[src/rtl/aes_ctrl_pkg.sv]
// aes_ctrl_pkg: shared state encoding and block width for the AES block controller
package aes_ctrl_pkg;
  localparam int BLOCK_W = 128;
  typedef enum logic [2:0] {IDLE, KEY, FETCH, RUN, DRAIN, FINISH, ERR} ctrl_state_e;
endpackage

[src/rtl/aes_watchdog.sv]
// aes_watchdog: per-operation cycle counter flagging an operation that ran TIMEOUT cycles
// ports: clk, rst (async), clr (sync restart), en (operation in progress), expired (TIMEOUT-th cycle reached)
module aes_watchdog #(
  parameter int TO_W    = 8,
  parameter int TIMEOUT = 200
) (
  input  logic clk,
  input  logic rst,
  input  logic clr,
  input  logic en,
  output logic expired
);
  logic [TO_W-1:0] cnt;
  always_ff @(posedge clk or posedge rst) begin
    if (rst) cnt <= '0;
    else if (clr) cnt <= '0;
    else if (en) cnt <= cnt + 1'b1;
  end
  // the count starts at 0 in the first cycle, so TIMEOUT-1 marks the TIMEOUT-th cycle
  assign expired = en && cnt == TO_W'(TIMEOUT - 1);
endmodule

[src/rtl/aes_block_ctrl.sv]
// aes_block_ctrl: sequences one AES block engine through an N-block job with optional rekey and watchdog
// ports: stacker in (in_valid/in_ready/in_data), key engine (key_start/key_done),
//        block core (core_start/core_data_o/core_done/core_data_i), unstacker out (out_valid/out_ready/out_data),
//        control status (start/nblocks/rekey/clr in; busy/done/err/blk_cnt out)
module aes_block_ctrl
  import aes_ctrl_pkg::*;
#(
  parameter int CNT_W   = 16,
  parameter int TO_W    = 8,
  parameter int TIMEOUT = 200
) (
  input  logic               clk_i,
  input  logic               rst_i,
  input  logic               clr_i,
  input  logic               start_i,
  input  logic [CNT_W-1:0]   nblocks_i,
  input  logic               rekey_i,
  input  logic               in_valid_i,
  output logic               in_ready_o,
  input  logic [BLOCK_W-1:0] in_data_i,
  output logic               key_start_o,
  input  logic               key_done_i,
  output logic               core_start_o,
  output logic [BLOCK_W-1:0] core_data_o,
  input  logic               core_done_i,
  input  logic [BLOCK_W-1:0] core_data_i,
  output logic               out_valid_o,
  input  logic               out_ready_i,
  output logic [BLOCK_W-1:0] out_data_o,
  output logic               busy_o,
  output logic               done_o,
  output logic               err_o,
  output logic [CNT_W-1:0]   blk_cnt_o
);
  ctrl_state_e state, nxt;
  logic [CNT_W-1:0] rem_r;
  logic st_ok, wd_entry, expired;
  assign st_ok = start_i && (state == IDLE || state == ERR);
  always_comb begin
    nxt = state;
    case (state)
      IDLE, ERR: if (st_ok) nxt = nblocks_i == '0 ? FINISH : rekey_i ? KEY : FETCH;
      KEY:       nxt = key_done_i ? FETCH : expired ? ERR : KEY;
      FETCH:     nxt = in_valid_i ? RUN : FETCH;
      RUN:       nxt = core_done_i ? DRAIN : expired ? ERR : RUN;
      DRAIN:     nxt = !out_ready_i ? DRAIN : rem_r == CNT_W'(1) ? FINISH : FETCH;
      FINISH:    nxt = IDLE;
      default:   nxt = IDLE;
    endcase
  end
  assign wd_entry = nxt != state && (nxt == KEY || nxt == RUN);
  aes_watchdog #(.TO_W(TO_W), .TIMEOUT(TIMEOUT)) u_wd (
    .clk(clk_i), .rst(rst_i), .clr(clr_i || wd_entry),
    .en(state == KEY || state == RUN), .expired(expired)
  );
  // outputs are registered from the next state so they line up exactly with the state they describe
  always_ff @(posedge clk_i or posedge rst_i) begin
    if (rst_i) begin
      state        <= IDLE;
      rem_r        <= '0;
      in_ready_o   <= 1'b0;
      key_start_o  <= 1'b0;
      core_start_o <= 1'b0;
      out_valid_o  <= 1'b0;
      busy_o       <= 1'b0;
      done_o       <= 1'b0;
      err_o        <= 1'b0;
      blk_cnt_o    <= '0;
      core_data_o  <= '0;
      out_data_o   <= '0;
    end else if (clr_i) begin
      state        <= IDLE;
      rem_r        <= '0;
      in_ready_o   <= 1'b0;
      key_start_o  <= 1'b0;
      core_start_o <= 1'b0;
      out_valid_o  <= 1'b0;
      busy_o       <= 1'b0;
      done_o       <= 1'b0;
      err_o        <= 1'b0;
      blk_cnt_o    <= '0;
      core_data_o  <= '0;
      out_data_o   <= '0;
    end else begin
      state        <= nxt;
      in_ready_o   <= nxt == FETCH;
      key_start_o  <= nxt == KEY && state != KEY;
      core_start_o <= nxt == RUN && state != RUN;
      out_valid_o  <= nxt == DRAIN;
      busy_o       <= nxt != IDLE && nxt != ERR;
      done_o       <= nxt == FINISH;
      // sticky while parked in ERR; a new accepted start leaves ERR and clears it
      err_o        <= nxt == ERR;
      if (st_ok) begin
        rem_r     <= nblocks_i;
        blk_cnt_o <= '0;
      end
      if (state == FETCH && in_valid_i) core_data_o <= in_data_i;
      if (state == RUN && core_done_i) out_data_o <= core_data_i;
      if (state == DRAIN && out_ready_i) begin
        blk_cnt_o <= blk_cnt_o + 1'b1;
        rem_r     <= rem_r - 1'b1;
      end
    end
  end
endmodule

[config.mk]
export PLATFORM = sky130hd
export DESIGN_NAME = aes_block_ctrl
export DESIGN_NICKNAME = d
export VERILOG_FILES = /design/src/rtl/aes_ctrl_pkg.sv /design/src/rtl/aes_watchdog.sv /design/src/rtl/aes_block_ctrl.sv
export SDC_FILE = /design/constraint.sdc
export NUM_CORES = 1
export LEC_CHECK = 0
export ABC_CLOCK_PERIOD_IN_PS = 18600
export CAP_MARGIN = 20
export CORE_AREA = 2 2 217 219
export CTS_CLUSTER_DIAMETER = 100
export CTS_CLUSTER_SIZE = 25
export DETAILED_ROUTE_END_ITERATION = 7
export DIE_AREA = 0 0 219 221
export PLACE_DENSITY_LB_ADDON = 0.15
export SLEW_MARGIN = 5
export SYNTH_ARGS = -nofsm -noshare
export SYNTH_HDL_FRONTEND = slang
export SYNTH_SLANG_ARGS = --single-unit
[constraint.sdc]
create_clock -name clk_i -period 18.6 [get_ports clk_i]
set_input_delay 2.79 -clock clk_i [delete_from_list [all_inputs] [get_ports clk_i]]
set_output_delay 2.79 -clock clk_i [all_outputs]
set_load 0.02 [all_outputs]
==> results.yml <==
run_status:
  run_status: "complete, no violations"
sta:
  finalHoldViolCount: 0
  setup_viol: 0
  fin_tns_setup_ns: 0
  layout_setup_ws_ns: 13.59
  rsz0062_at_grt: "no"
  clock_skew_ns: 0.01569
  relSlewSlack: 0.2839
  clock.fmax_ghz: 0.1997
  timing.final.crit_period_ns: 5.008
  hold_slack_ns: 0.5225
  drv_slew: 0
  worstMarginPinSlew_ns: 1.074
  fin_crit_sh: 0.2692
run:
  cap_violations: 0
clocking:
  postCtsHoldBufs: 0
  cts_resized: 0
  root_buffer: "clkbuf_16"
  max-clock-path-buffers: 3
  cts_sinks: 306
  post_cts_buffers: 0
  clk_pin_slew_worst_paths_ns: 0.10
  htreeDepth: 1
  cts_tree: "yes"
  cts_made_buffers: 16
  worstSkewPairLatency_ns: 0.52
die:
  start_util: 0.2776
  die_width_um: 219
  dieArea_sq_um: 48400
  io_pins: 560
  die_h_um: 221
  coreArea_sq_um: 46060
  placement_rows: 79
synthesis:
  synth-warning-count: 0
  synth_edf_count: 0
  syn-num-nets: 1729
  syn_area_sq_um: 12790
  avgSynthCellArea_sq_um: 8.856
  synth_cell_types: 54
  synth.most_common_cell: "nand2_1"
  ys.flop_type: "dfrtp_1"
  synth_commonest_cells: "542 x nand2_1, 306 x dfrtp_1, 277 x a21oi_1, 95 x clkbuf_1, 50 x o21ai_0"
  synth_top_area_frac: 0.5988
  async_flop_share: 1.000
  yosys-top-cells-area: "dfrtp_1 60%, nand2_1 16%, a21oi_1 11%"
  postSynthCellCount: 1444
  synth-seq-cells: 306
  synth_top_area_cell: "dfrtp_1"
  ys_seq_area_frac: 0.5988
layout:
  final_area_sq_um: 19420
  area_delta_synth_final_pct: 51.84
  final_cells: 2549
  drive_gt1_frac: 0.02841
  fin_nets: 2218
pwr:
  swShare: 0.2716
  p_per_area_nw_per_um2: 67.82
  pwr-share-seq: 0.530
  p_leak_uw: 0.007674
  pwr-share-clk: 0.307
  p_switching_uw: 357.7
  vdd_ir_drop_max_uv: 44.99
  p_comb_frac: 0.163
  p_int_uw: 959.4
global_routing:
  antenna_found_initial: 10
  grt_remaining_overflow: 0
  grt_pass1_vias: 12152
  grt_pass1_wl_um: 74420
  grt_usage: 0.1964
  grt_max_degree: 111
placement:
  pre_cts_ws_ns: 12.78
  place_inst: 2519
  placed_area_sq_um: 18880
  place_congestion: 0.7865
  hpwl_um: 34130
  io_buffers: 559
setup_path:
  worstPathCellList: "clkdlybuf4s50_1 > inv_8 > buf_4 > buf_4"
  slowest_stage: "buf_4"
  crit_top_cell: "buf_4"
  slowest_delay_ns: 0.81
  worstReg2RegEnd: "rem_r[15]"
  crit_type: "in -> async"
  required_ns: 19.15
  ff2ff_path_depth: 6
  startpoint_type: "input pin"
  cp_max_fo: 110
  r2r-start: "state[2]"
  end_kind: "async pin"
  r2r_slack_ns: 15.67
  critPathArrivalTime_ns: 5.55
routing:
  drt_iter0_markers: 842
  wirelength_um: 48620
  dr.pass1.iters: 5
  vias: 11906
  drtAntennaViolNets: 0
  drcViolationCount: 0
  via_per_inst: 4.671
  post_drt_wl_per_cell_um: 19.07
min_path:
  min_to: "core_data_o[98]"
  min_from: "core_data_o[98]"
  holdPathStages: 2
  min_path_type: "reg -> reg"
==> layout by cell type, fill, tap and decap left out, types with 6 or more instances in the layout <==
| master | synthesis | final |
|---|---|---|
| clkdlybuf4s50_1 | 0 | 558 |
| nand2_1 | 542 | 542 |
| dfrtp_1 | 306 | 306 |
| a21oi_1 | 277 | 277 |
| o21ai_0 | 50 | 50 |
| nor2_1 | 43 | 41 |
| clkbuf_16 | 0 | 17 |
| nor4_1 | 12 | 12 |
| buf_4 | 0 | 11 |
| nand4_1 | 9 | 9 |
| nor3_2 | 9 | 9 |
| inv_1 | 8 | 7 |
| nor3_1 | 7 | 7 |
| xor2_1 | 7 | 7 |
| diode_2 | 0 | 6 |
| and3_1 | 6 | 6 |
==> worst max-delay path: cells and delay by family <==
| family | cells | cell delay (ns) |
|---|---|---|
| buf+inv | 4 | 2.65 |
==> state kept, by name (all words and copies together) (netlist names), 3 cells and up <==
signal       flops
u_wd.cnt         8
core_data_o    128
state            3
blk_cnt_o       16
rem_r           16
out_data_o     128
==> cell families (layout without fill, tap and decap cells) <==
kind of cell | count (synthesis) | count (layout) | synth area share
flops | 306 | 306 | 0.5988
fa+ha+maj | 4 | 4 | 0.003914
compound gates | 350 | 350 | 0.1421
simple gates | 661 | 661 | 0.2131
xor+xnor | 11 | 11 | 0.007533
other cells | 0 | 6 | 0
buf+inv | 110 | 602 | 0.03297
mux | 2 | 2 | 0.001663
==> metal layers <==
metal,track usage,vias up,wire [um]
met3,0.06680,70,4731
met5,0,-,71
met4,0.06452,10,1462
met2,0.3219,422,22840
li1,-,5711,-
met1,0.2414,5693,19520
==> power groups by stage <==
stage | Sequential, uW | Clock, uW | Combinational, uW
after floorplan | 728 | 0 | 76.2
after global placement | 710 | 0 | 217
after detailed placement | 711 | 0 | 217
after CTS | 698 | 422 | 218
after global routing | 701 | 443 | 235
final | 698 | 404 | 215
==> through the flow <==
stage          total power (uW)  utilization
2_1_floorplan             803.9            -
3_3_place_gp              927.0       0.4100
3_5_place_dp              928.0       0.4100
4_1_cts                    1338       0.4200
5_1_grt                    1379       0.4215
6_report                   1317       0.4216
==> layout make-up <==
cell class	instances	area, sq um
timing repair buffer	573	5739
multi-input combinational	1028	4747
sequential	306	7657
inverter	8	37.54
clock inverter	1	16.27
tap	607	759.5
fill	4662	26640
clock buffer	20	446.7
antenna	6	15.01
==> worst max path at each step <==
stage                startpoint               to  slack (ns)  cells after the start
floorplan                 rst_i     blk_cnt_o[0]        7.35                      1
global placement    core_done_i  out_data_o[106]       12.83                      6
detailed placement  core_done_i   out_data_o[61]       12.78                      6
CTS                 core_done_i   out_data_o[92]       13.35                      6
global route              rst_i  core_data_o[26]       13.16                      4
finish                    rst_i  core_data_o[26]       13.59                      4
No activity file was read; power rests on OpenSTA's default activity.
